==> src/rtl/serial_adder.sv <==
// serial_adder: bit-serial unsigned adder, LSB first, with valid/ready handshakes on both sides
module serial_adder #(
  parameter int WIDTH = 8
) (
  input  logic             clk,
  input  logic             rst,
  input  logic             in_valid,
  output logic             in_ready,
  input  logic [WIDTH-1:0] a,
  input  logic [WIDTH-1:0] b,
  output logic             out_valid,
  input  logic             out_ready,
  output logic [WIDTH-1:0] sum,
  output logic             carry
);
  localparam int CW = $clog2(WIDTH + 1);
  localparam logic [1:0] IDLE = 2'd0, CALC = 2'd1, DONE = 2'd2;
  logic [1:0] state;
  logic [WIDTH-1:0] ra, rb;
  logic [CW-1:0] cnt;
  logic c, s, cn;
  assign s = ra[0] ^ rb[0] ^ c;
  assign cn = (ra[0] & rb[0]) | (c & (ra[0] ^ rb[0]));
  assign in_ready = state == IDLE;
  assign out_valid = state == DONE;
  // operands shift right so the bit under the adder is always bit 0
  always_ff @(posedge clk) begin
    if (rst) begin
      state <= IDLE;
      ra    <= '0;
      rb    <= '0;
      c     <= 1'b0;
      cnt   <= '0;
      sum   <= '0;
      carry <= 1'b0;
    end else if (state == IDLE && in_valid) begin
      ra    <= a;
      rb    <= b;
      c     <= 1'b0;
      cnt   <= '0;
      state <= CALC;
    end else if (state == CALC) begin
      ra  <= ra >> 1;
      rb  <= rb >> 1;
      c   <= cn;
      cnt <= cnt + CW'(1);
      sum <= (sum >> 1) | (WIDTH'(s) << (WIDTH - 1));
      if (cnt == CW'(WIDTH - 1)) begin
        carry <= cn;
        state <= DONE;
      end
    end else if (state == DONE && out_ready) begin
      state <= IDLE;
    end
  end
endmodule

==> config.mk <==
export PLATFORM = sky130hd
export DESIGN_NAME = serial_adder
export DESIGN_NICKNAME = d
export VERILOG_FILES = /design/src/rtl/serial_adder.sv
export SDC_FILE = /design/constraint.sdc
export NUM_CORES = 1
export LEC_CHECK = 0
export ABC_AREA = 1
export CORE_UTILIZATION = 45
export CTS_CLUSTER_DIAMETER = 120
export DETAILED_ROUTE_END_ITERATION = 16
export GPL_TIMING_DRIVEN = 0
export PLACE_DENSITY = 0.71
export SYNTH_ARGS = -nofsm -noshare
export SYNTH_HDL_FRONTEND = slang
export SYNTH_SLANG_ARGS = --single-unit
==> constraint.sdc <==
create_clock -name clk -period 1.28 [get_ports clk]
set_clock_uncertainty 0.05 [all_clocks]
set_input_delay 0.32 -clock clk [delete_from_list [all_inputs] [get_ports clk]]
set_output_delay 0.32 -clock clk [all_outputs]
set_load 0.02 [all_outputs]
== Word level (Yosys, flattened, before mapping) ==
Cells that the tools add are included.
Cells by class
  $add $sub $neg: 1
  eq/ne operators: 5
  multiplexer cells: 8
  bitwise operators: 7
  reduce and logical (&&, ||, !) cells: 11
Operators by type and width (count)
  8-bit 2-to-1 mux: 4
  7-bit by 8-bit OR with 8-bit output: 1
  2-bit 2-to-1 mux: 3
  2-bit AND reduction: 3
  4-bit by 1-bit adder with 4-bit output (second input constant): 1
  4-bit by 3-bit equality test with 1-bit output (second input constant): 1
  2-bit nonzero test: 2
  3-bit by 2-bit inequality test with 1-bit output (second input constant): 1
  3-bit AND reduction: 1
  3-bit nonzero test: 1
  1-bit AND: 2
  2-bit by 1-bit equality test with 1-bit output (second input constant): 1
  2-bit equality test (second input constant): 1
  1-bit logical AND: 2
  2-bit zero test: 1
  2-bit by 1-bit inequality test with 1-bit output (second input constant): 1
  2-bit OR reduction: 1
  1-bit XOR: 2
  1-bit 2-to-1 mux: 1
  1-bit inverter: 1
  1-bit OR: 1
Word-level totals
  register bits after elaboration: 32
  output and inout bits: 11
  word-level logic and storage cells: 40

== Longest topological paths before layout ==
Gate-level depths: netlist (run 1).
  depth in word-level cells: 5
  gate-level depth with buffers: 7
  depth with buffers taken out: 6

== Worst setup path after synthesis (run 1) ==
No wires, ideal clock.
  path kind: flip-flop to output port
  start point: register state[0]
  end point: output port in_ready
  data arrival time: 0.808 ns
  data required time: 0.910 ns
  path slack: 0.102 ns
  cell stages (with the launch flop): 3
  path buffers: 1
  cells stage by stage: dfxtp_1 > nor2_2 > buf_2
Between the ends
  cells in the longest elaborated chain, start to end: 1
RTL lines
  start, declared: RTL line 18  | logic [1:0] state;
  start signal, assigned: RTL line 29  | state <= IDLE;
  start signal, assigned: RTL line 41  | state <= CALC;
  start signal, assigned: RTL line 50  | state <= DONE;
  2-bit zero test: RTL line 24  | assign in_ready = state == IDLE;
  end, declared: RTL line 8  | output logic in_ready,
No other way between the ends.

== Final worst setup path (run 1) ==
Same ends and word-level chain as after synthesis.

==> results.py, run 1 <==
metrics = {
    "critical_path": {
        "rr_startpoint": "state[0]$_SDFFE_PP0P_",
        "r2r_cells": 7,
        "cp_max_fo": 4,
        "cp-start-kind": "flop",
        "endpoint": "in_ready",
        "r2r_setup_slack_ns": -0.03,
        "critical_path_required_ns": 0.91,
        "crit_chain": "nor2_4, buf_6, buf_6",
        "cpPeakStageDelay_ns": 0.37,
        "crit_slowest_cell": "dfxtp_4",
        "arrival_ns": 1.03,
        "cpMostUsedCell": "buf_6",
        "endpoint_kind": "output port",
        "path_class": "flop to output port",
        "reg2reg_to": "state[0]$_SDFFE_PP0P_",
        "startpoint": "state[0]$_SDFFE_PP0P_",
    },
    "synth": {
        "synth_top_area_share_pct": 45.07,
        "syn_area_per_cell_um2": 6.611,
        "synth_cells": 215,
        "synth_area_leader_cell": "dfxtp_1",
        "synth_nets": 237,
        "synth_area_um2": 1421,
        "ys_warn_count": 0,
        "yosysUniqueCellTypes": 16,
        "synth_area_leaders": "dfxtp_1 45%, nand2_1 17%, nor2_1 12%, nand3_1 5.6%, inv_1 5.3%",
        "synth_seq_cells": 32,
        "yosysSeqAreaShare_pct": 45.07,
    },
    "floorplanning": {
        "fp.dieW_um": 58.20,
        "core-area_um2": 3028,
        "die_area_um2": 3387,
        "rows": 20,
        "io_pins": 31,
        "start_util_pct": 46.94,
        "fp.dieH_um": 58.20,
    },
    "timing": {
        "rsz0062_at_grt": "true",
        "finalSetupViolations": 6,
        "timing.hold.ws_ns": 0.3125,
        "period_share_pct": 109.4,
        "fin_crit_ns": 1.400,
        "worstMarginPinSlew_ns": 0.4515,
        "maxSlewHeadroom_pct": 69.90,
        "worst_slack_ns": -0.1200,
        "hold_viol_final": 0,
        "fmax_ghz": 0.7143,
        "slew_violations": 0,
    },
    "power_and_ir_drop": {
        "pwr_density_cell_nw_per_um2": 1091,
        "p_total_uw": 2126,
        "vdd_drop_max_uv": 789.2,
        "power.leakage_uw": 0.0009770,
    },
    "placement": {
        "port_buffers": 28,
        "dpl.hpwl_um": 2130,
        "dp_slack_ns": -0.6060,
        "gp_congestion": 0.7518,
    },
    "grt": {
        "grt_pass1_vias": 1180,
        "grt_pass1_wl_um": 5195,
        "antenna_found_initial": 0,
        "grt_util_all_layers_pct": 20.60,
        "grt-ovfl-total": 0,
        "grt_max_degree": 11,
    },
    "final_layout": {
        "finish.utilization_pct": 64.34,
        "num_antenna_cells": 0,
        "syn_to_final_growth_pct": 37.06,
        "drive_gt1_share_pct": 21.07,
        "fin_nets": 282,
    },
    "route": {
        "ant_nets": 0,
        "routed-via-count": 1387,
        "drt_first_pass_iters": 4,
        "viasPerCell": 4.548,
        "wl_per_cell_um": 10.54,
        "drt_wl_total_um": 3216,
        "drt_iter0_drc": 55,
        "route.detailed.drc": 0,
    },
    "cts": {
        "clk_pin_slew_ns": 0.09,
        "cts_tree": "yes",
        "htree_num_levels": 2,
        "cts_root_buf": "clkbuf_4",
        "cts_sinks": 32,
        "ctsHoldBuffers": 0,
        "cts_buffers": 5,
        "clk_latency_ns": 0.33,
        "cts_max_path_buffers": 2,
    },
    "job": {
        "cap_violations": 0,
    },
    "run_status": {
        "status": "complete, but fails checks",
        "violations": "negative setup slack",
    },
    "worst_hold_path": {
        "hp-class": "primary input to flop",
    },
}
==> layout by cell type (no fill, tap or decap) <==
cell / Yosys / routed
nand2_1: 65 / 61
nor2_1: 47 / 43
dfxtp_1: 32 / 27
inv_1: 20 / 17
clkdlybuf4s50_1: 0 / 17
nand3_1: 16 / 16
buf_4: 1 / 13
buf_6: 0 / 10
a21oi_1: 10 / 9
o21ai_0: 8 / 8
clkbuf_1: 3 / 5
buf_2: 6 / 5
clkbuf_4: 0 / 5
inv_2: 1 / 4
nor2_2: 2 / 4
nand2_2: 0 / 4
dfxtp_2: 0 / 3
nor2_4: 0 / 2
dfxtp_4: 0 / 2
o21ai_2: 1 / 1
xor2_1: 1 / 1
a21oi_2: 0 / 1
fa_1: 1 / 1
ha_1: 1 / 1
clkbuf_8: 0 / 1
==> sequential cells by signal (all words and copies together), names as in the netlist <==
register / flops
c: 1
carry: 1
cnt: 4
ra: 8
rb: 8
state: 2
sum: 8
==> per-layer routing <==
layer / vias to the layer above / GRT usage (%) / share of wire, % / routed length (um)
met5: - / 0 / 0 / 0
met4: 0 / 7.143 / 1.5 / 49
met3: 5 / 7.366 / 3.2 / 103
met2: 21 / 32.02 / 46 / 1481
met1: 612 / 26.50 / 49 / 1582
li1: 749 / - / - / -
==> cell type report <==
type                    count  area, um2
plain buffers              10      80.08
flip-flops and latches     32      651.9
clock buffers               8      58.81
fillers                   280       1080
inverters                  21      78.83
well taps                  44      55.05
multi-input cells         152      686.9
repair buffers             38      336.6
==> cell usage after synthesis, drive strengths merged <==
cell and instances:
xor2 1, nor2 49, ha 1, dfxtp 32, nand2 65, clkbuf 3
nand3 16, inv 21, fa 1, a21oi 10, buf 7, o21ai 9
==> critical path: cells and delay by family, from the launching register on <==
family	cells	cell delay, ns
buf+inv	2	0.21
flops	1	0.37
simple gates	1	0.12
==> metrics by stage <==
| stage | setup TNS (ns) | std cells | cell area (um2) |
|---|---|---|---|
| floorplan | 0 | 215 | 1421 |
| global placement | -2.698 | 287 | 1757 |
| detailed placement | -2.796 | 287 | 1757 |
| CTS | -0.2514 | 298 | 1813 |
| global route | -2.103 | 305 | 1948 |
| finish | -0.2769 | 305 | 1948 |
==> what timing repair did <==
action	4_1_cts	5_1_grt
resized for setup	55	37
setup buffers	3	4
pin swaps	1	4
setup endpoints to repair	22	34
cloned	0	3
==> cells by family after synthesis <==
kind of cell | after synthesis | share of synthesized area (%)
and+or+nand+nor | 130 | 36.09
DFF | 32 | 45.07
buffers and inverters | 31 | 8.979
AOI/OAI and AO/OA | 19 | 6.955
adders and majority gates | 2 | 2.289
xor gates and xnor gates | 1 | 0.6163
==> worst min-delay path by stage <==
stage / slack, ns / endpoint / startpoint / cells past startpoint
2_1_floorplan: 0.39 / ra[7]$_SDFFE_PP0P_ / ra[7]$_SDFFE_PP0P_ / 2
3_3_place_gp: 0.40 / ra[7]$_SDFFE_PP0P_ / ra[7]$_SDFFE_PP0P_ / 2
3_5_place_dp: 0.41 / ra[7]$_SDFFE_PP0P_ / ra[7]$_SDFFE_PP0P_ / 2
4_1_cts: 0.30 / ra[6]$_SDFFE_PP0P_ / rst / 2
5_1_grt: 0.33 / ra[6]$_SDFFE_PP0P_ / rst / 2
6_report: 0.31 / ra[6]$_SDFFE_PP0P_ / rst / 2
==> report_power, final <==
part           internal [uW]  total (uW)  switching [uW]
Clock                    271         599             328
Sequential              1050        1100            40.2
Combinational            206         432             225
Power figures use the tool's default switching activity.
==> inputs of run 2 (changes only) <==
--- a/config.mk
+++ b/config.mk
@@ -7,10 +7,10 @@
 export LEC_CHECK = 0
 export ABC_AREA = 1
 export CORE_UTILIZATION = 45
-export CTS_CLUSTER_DIAMETER = 120
 export DETAILED_ROUTE_END_ITERATION = 16
 export GPL_TIMING_DRIVEN = 0
 export PLACE_DENSITY = 0.71
+export REMOVE_ABC_BUFFERS = 1
 export SYNTH_ARGS = -nofsm -noshare
 export SYNTH_HDL_FRONTEND = slang
 export SYNTH_SLANG_ARGS = --single-unit
==> run 2 against run 1 <==
Largest power group unchanged; global-route usage down 0.24 points; via count shrank 2.8%; fmax increased by 3.2%; clock-buffer cell count down 1; highest routed layer unchanged; clock power grew 6.2%; first-iteration DRC count fell by 16%; design area decreased by 2.8%; flip-flop and latch count unchanged; non-clock buffer count fell by 10; die area stayed put; the flow finishes with violations (design-rule violations, negative setup slack).
==> results.py, run 2 (synthesis gave the netlist of run 1 again) <==
metrics = {
    "floorplanning": {
        "fp.dieH_um": 58.20,
        "fp.dieW_um": 58.20,
        "io_pins": 31,
        "start_util_pct": 46.94,
        "rows": 20,
        "die_area_um2": 3387,
        "core-area_um2": 3028,
    },
    "timing": {
        "fin_crit_ns": 1.356,
        "maxSlewHeadroom_pct": 74.98,
        "hold_viol_final": 0,
        "period_share_pct": 106.0,
        "fmax_ghz": 0.7372,
        "rsz0062_at_grt": "true",
        "worst_slack_ns": -0.07646,
        "finalSetupViolations": 3,
        "finalSetupTns_ns": -0.1399,
        "slew_violations": 0,
        "worstMarginPinSlew_ns": 0.3753,
    },
    "cts": {
        "cts_tree": "yes",
        "htree_num_levels": 2,
        "cts_root_buf": "clkbuf_4",
        "cts_sinks": 32,
        "clk_pin_slew_ns": 0.09,
        "cts_max_path_buffers": 2,
        "clk_latency_ns": 0.33,
        "cts_buffers": 5,
        "ctsHoldBuffers": 0,
    },
    "critical_path": {
        "reg2reg_to": "rb[7]$_SDFFE_PP0P_",
        "arrival_ns": 0.99,
        "endpoint_kind": "output port",
        "cp_max_fo": 3,
        "r2r_setup_slack_ns": -0.01,
        "cp-start-kind": "flop",
        "critical_path_required_ns": 0.91,
        "rr_startpoint": "state[1]$_SDFFE_PP0P_",
        "startpoint": "state[1]$_SDFFE_PP0P_",
        "r2r_cells": 6,
        "path_class": "flop to output port",
    },
    "final_layout": {
        "final_cell_mix": "64 x nand2_1, 44 x nor2_1, 30 x dfxtp_1, 19 x inv_1, 17 x clkdlybuf4s50_1",
        "fin_cells": 295,
        "drive_gt1_share_pct": 15.94,
        "top_regs": "ra: 8 flops, rb: 8 flops, sum: 8 flops",
        "fin_nets": 273,
        "layout_commonest_cell": "nand2_1",
        "num_antenna_cells": 0,
        "syn_to_final_growth_pct": 33.27,
        "fill_cells": 283,
    },
    "placement": {
        "dp_slack_ns": -0.9480,
        "port_buffers": 30,
        "dpl.hpwl_um": 1786,
        "dp.cells": 279,
        "gp_congestion": 0.6930,
    },
    "route": {
        "wl_per_cell_um": 10.54,
        "drt_first_pass_iters": 13,
        "routed-via-count": 1348,
        "ant_nets": 0,
        "drt_iter0_drc": 46,
        "route.detailed.drc": 1,
        "viasPerCell": 4.569,
        "drt_wl_total_um": 3108,
    },
    "grt": {
        "grt_pass1_wl_um": 5030,
        "grt_max_degree": 20,
        "grt-ovfl-total": 0,
        "grt_util_all_layers_pct": 20.36,
        "antenna_found_initial": 0,
        "grt_pass1_vias": 1096,
    },
    "run_status": {
        "status": "complete, but fails checks",
        "violations": "design-rule violations, negative setup slack",
    },
    "job": {
        "cap_violations": 0,
    },
    "power_and_ir_drop": {
        "pwr_density_cell_nw_per_um2": 1118,
        "vdd_drop_max_uv": 642.4,
        "power.leakage_uw": 0.0009542,
    },
    "worst_hold_path": {
        "min_to": "ra[7]$_SDFFE_PP0P_",
        "hold_depth": 2,
        "hp-class": "flop to flop",
        "min_from": "ra[7]$_SDFFE_PP0P_",
    },
}
[run 2: final cells by class]
cell class	instances	area [um2]	share of cell area (%)
clock buffer	7	65.06	3.435
inverter	21	81.33	4.293
multi-input combinational	153	701.9	37.05
sequential	32	648.1	34.21
tap	44	55.05	2.906
timing repair buffer	38	342.8	18.10
[run 2: layer usage]
| metal | wire, um | GRT usage (%) | share of wire (%) | vias up |
|---|---|---|---|---|
| met2 | 1440 | 29.06 | 46 | 31 |
| met4 | 46 | 11.22 | 1.5 | 0 |
| li1 | - | - | - | 729 |
| met5 | 0 | 0 | 0 | - |
| met1 | 1498 | 28.33 | 48 | 582 |
| met3 | 123 | 4.688 | 4.0 | 6 |
[run 2: power breakdown]
group / internal [uW] / switching, uW / leakage [uW]
Sequential: 1050 / 39.0 / 0.000263
Clock: 311 / 325 / 0.0000374
Combinational: 175 / 214 / 0.000653
[run 2: how the worst max path moves through the flow]
stage	cells after the start	slack, ns	end
floorplan	5	-0.41	sum[0]$_SDFFE_PP0P_
global placement	5	-0.92	sum[3]$_SDFFE_PP0P_
detailed placement	5	-0.95	sum[1]$_SDFFE_PP0P_
CTS	3	-0.08	out_valid
global route	3	-0.11	out_valid
finish	3	-0.08	out_valid
[run 2: critical path, stage by stage (launching register included)]
cell,delay [ns]
dfxtp_4,0.39
inv_4,0.05
nor2_4,0.10
buf_6,0.12
[run 2: what timing repair did]
item                                    4_1_cts  5_1_grt
gates resized for setup                      59       12
endpoints found under the setup margin       43       33
setup buffers                                 5        3
gates cloned                                  1        0
pin swaps                                     3        2
[run 2: stage by stage]
stage               hold WS, ns  util [%]  area (um2)  total power (uW)
finish                   0.4239     62.56        1894              2117
global route             0.4529     62.56        1894              2220
CTS                      0.4265     60.41        1829              2113
detailed placement       0.4077     57.07        1728              1466
global placement         0.4034     57.07        1728              1462
floorplan                0.3391         -        1373              1301
==> inputs of run 3 (changes only) <==
--- a/config.mk
+++ b/config.mk
@@ -6,10 +6,11 @@
 export NUM_CORES = 1
 export LEC_CHECK = 0
 export ABC_AREA = 1
-export CORE_UTILIZATION = 45
+export CAP_MARGIN = 20
+export CORE_UTILIZATION = 49
 export DETAILED_ROUTE_END_ITERATION = 16
 export GPL_TIMING_DRIVEN = 0
-export PLACE_DENSITY = 0.71
+export PLACE_DENSITY = 0.77
 export REMOVE_ABC_BUFFERS = 1
 export SYNTH_ARGS = -nofsm -noshare
 export SYNTH_HDL_FRONTEND = slang
==> run 3 against run 2 <==
Critical endpoint is now in_ready; worst hold slack worse by 0.0014 ns; the run ends with negative setup slack left; core utilization up 7.1 points; first-iteration DRC count down 4.3%; critical path type unchanged; sequential share of layout area down 0.23 points; largest power group unchanged; clock-buffer cell count up 1; die area down 7.9%; global-route usage up 0.88 points; fmax up 0.99%.
==> results.py, run 3 (synthesis gave the netlist of run 1 again) <==
metrics = {
    "run_status": {
        "status": "complete, but fails checks",
        "violations": "negative setup slack",
    },
    "cts": {
        "clk_latency_ns": 0.33,
        "cts_sinks": 32,
        "clk_pin_slew_ns": 0.10,
        "cts_buffers": 5,
        "ctsHoldBuffers": 0,
        "cts_max_path_buffers": 2,
        "cts_tree": "yes",
        "htree_num_levels": 2,
        "cts_root_buf": "clkbuf_4",
    },
    "final_layout": {
        "fin_cells": 285,
        "syn_to_final_growth_pct": 35.21,
        "num_antenna_cells": 0,
        "layout_commonest_cell": "nand2_1",
        "multi_input_area_um2": 711.9,
        "final_cell_mix": "61 x nand2_1, 43 x nor2_1, 26 x dfxtp_1, 18 x inv_1, 17 x clkdlybuf4s50_1",
        "finalInstanceArea_um2": 1922,
        "fill_cells": 250,
        "drive_gt1_share_pct": 19.69,
        "regArea_um2": 653.1,
        "finish.utilization_pct": 69.69,
        "fin_nets": 275,
        "top_regs": "ra: 8 flops, rb: 8 flops, sum: 8 flops",
    },
    "critical_path": {
        "cpPeakStageDelay_ns": 0.38,
        "arrival_ns": 0.97,
        "crit_slowest_cell": "dfxtp_4",
        "cp-start-kind": "flop",
        "crit_chain": "nor2_4, buf_6",
        "critical_path_required_ns": 0.91,
        "path_class": "flop to output port",
        "cp_max_fo": 4,
        "endpoint_kind": "output port",
    },
    "timing": {
        "worstMarginPinSlew_ns": 0.3892,
        "timing.hold.ws_ns": 0.4225,
        "rsz0062_at_grt": "true",
        "slew_violations": 0,
        "fin_crit_ns": 1.343,
        "worst_slack_ns": -0.06313,
        "finalSetupViolations": 3,
        "period_share_pct": 104.9,
        "hold_viol_final": 0,
        "fmax_ghz": 0.7445,
        "maxSlewHeadroom_pct": 74.05,
    },
    "grt": {
        "grt_util_all_layers_pct": 21.23,
        "antenna_found_initial": 0,
        "grt_pass1_vias": 1189,
        "grt_pass1_wl_um": 5126,
        "grt-ovfl-total": 0,
        "grt_max_degree": 20,
    },
    "placement": {
        "gp_congestion": 0.7043,
        "dp_slack_ns": -0.9260,
        "placedInstanceArea_um2": 1712,
        "dpl.hpwl_um": 1776,
        "dp.cells": 266,
        "port_buffers": 30,
    },
    "job": {
        "cap_violations": 0,
    },
    "route": {
        "drt_wl_total_um": 3140,
        "drt_iter0_drc": 44,
        "route.detailed.drc": 0,
        "viasPerCell": 4.877,
        "drt_first_pass_iters": 4,
        "routed-via-count": 1390,
        "wl_per_cell_um": 11.02,
        "ant_nets": 0,
    },
    "floorplanning": {
        "die_area_um2": 3120,
        "core-area_um2": 2758,
        "fp.dieW_um": 55.86,
        "start_util_pct": 51.54,
        "io_pins": 31,
        "rows": 19,
        "fp.dieH_um": 55.86,
    },
    "power_and_ir_drop": {
        "pwr_density_cell_nw_per_um2": 1094,
        "vdd_drop_max_uv": 1111,
        "power.leakage_uw": 0.0009591,
    },
    "worst_hold_path": {
        "hp-class": "flop to flop",
    },
}
run 3: critical path: cells and delay by family, from the launching register on:
family        cells  cell delay, ns
simple gates      1            0.13
flops             1            0.38
buf+inv           1            0.13
run 3: worst paths after layout:
check                             end                  start  cells after the start  slack (ns)
hold reg to reg    carry$_SDFFE_PP0P_     carry$_SDFFE_PP0P_                      2        0.42
setup / recovery             in_ready  state[1]$_SDFFE_PP0P_                      2       -0.06
setup reg to reg  sum[2]$_SDFFE_PP0P_  state[1]$_SDFFE_PP0P_                      6       -0.01
hold / removal     carry$_SDFFE_PP0P_     carry$_SDFFE_PP0P_                      2        0.42
run 3: final cells by class:
| type | instances | share of cell area, % |
|---|---|---|
| Tap cell | 31 | 2.018 |
| Multi-Input combinational cell | 153 | 37.04 |
| Timing Repair inverter | 1 | 0.3906 |
| Clock buffer | 8 | 3.060 |
| Sequential cell | 32 | 33.98 |
| Inverter | 21 | 4.427 |
| Timing Repair Buffer | 39 | 19.08 |
run 3: power breakdown:
group	switching, uW	internal (uW)	leakage [uW]
Clock	326	271	0.0000326
Combinational	222	185	0.000662
Sequential	42.6	1060	0.000265
Total	591	1510	0.000959
run 3: metrics by stage:
step / total power [uW] / TNS (ns)
floorplan: 1301 / -7.563
global placement: 1462 / -28.01
finish: 2102 / -0.1208
CTS: 2068 / -0.1268
global route: 2227 / -1.060
detailed placement: 1466 / -28.51
run 3: timing repair:
action	4_1_cts	5_1_grt
setup buffers	7	1
endpoints found under the setup margin	43	37
gates cloned	1	2
pin swaps	3	2
gates resized for setup	61	26
run 3: routing by layer:
metal  vias to the layer above  share of wire, %  GRT usage, %
met1                       621                45         27.87
li1                        736                 -             -
met5                         -                 0             0
met2                        28                48         32.87
met3                         5               5.2         7.209
met4                         0               1.5         7.317
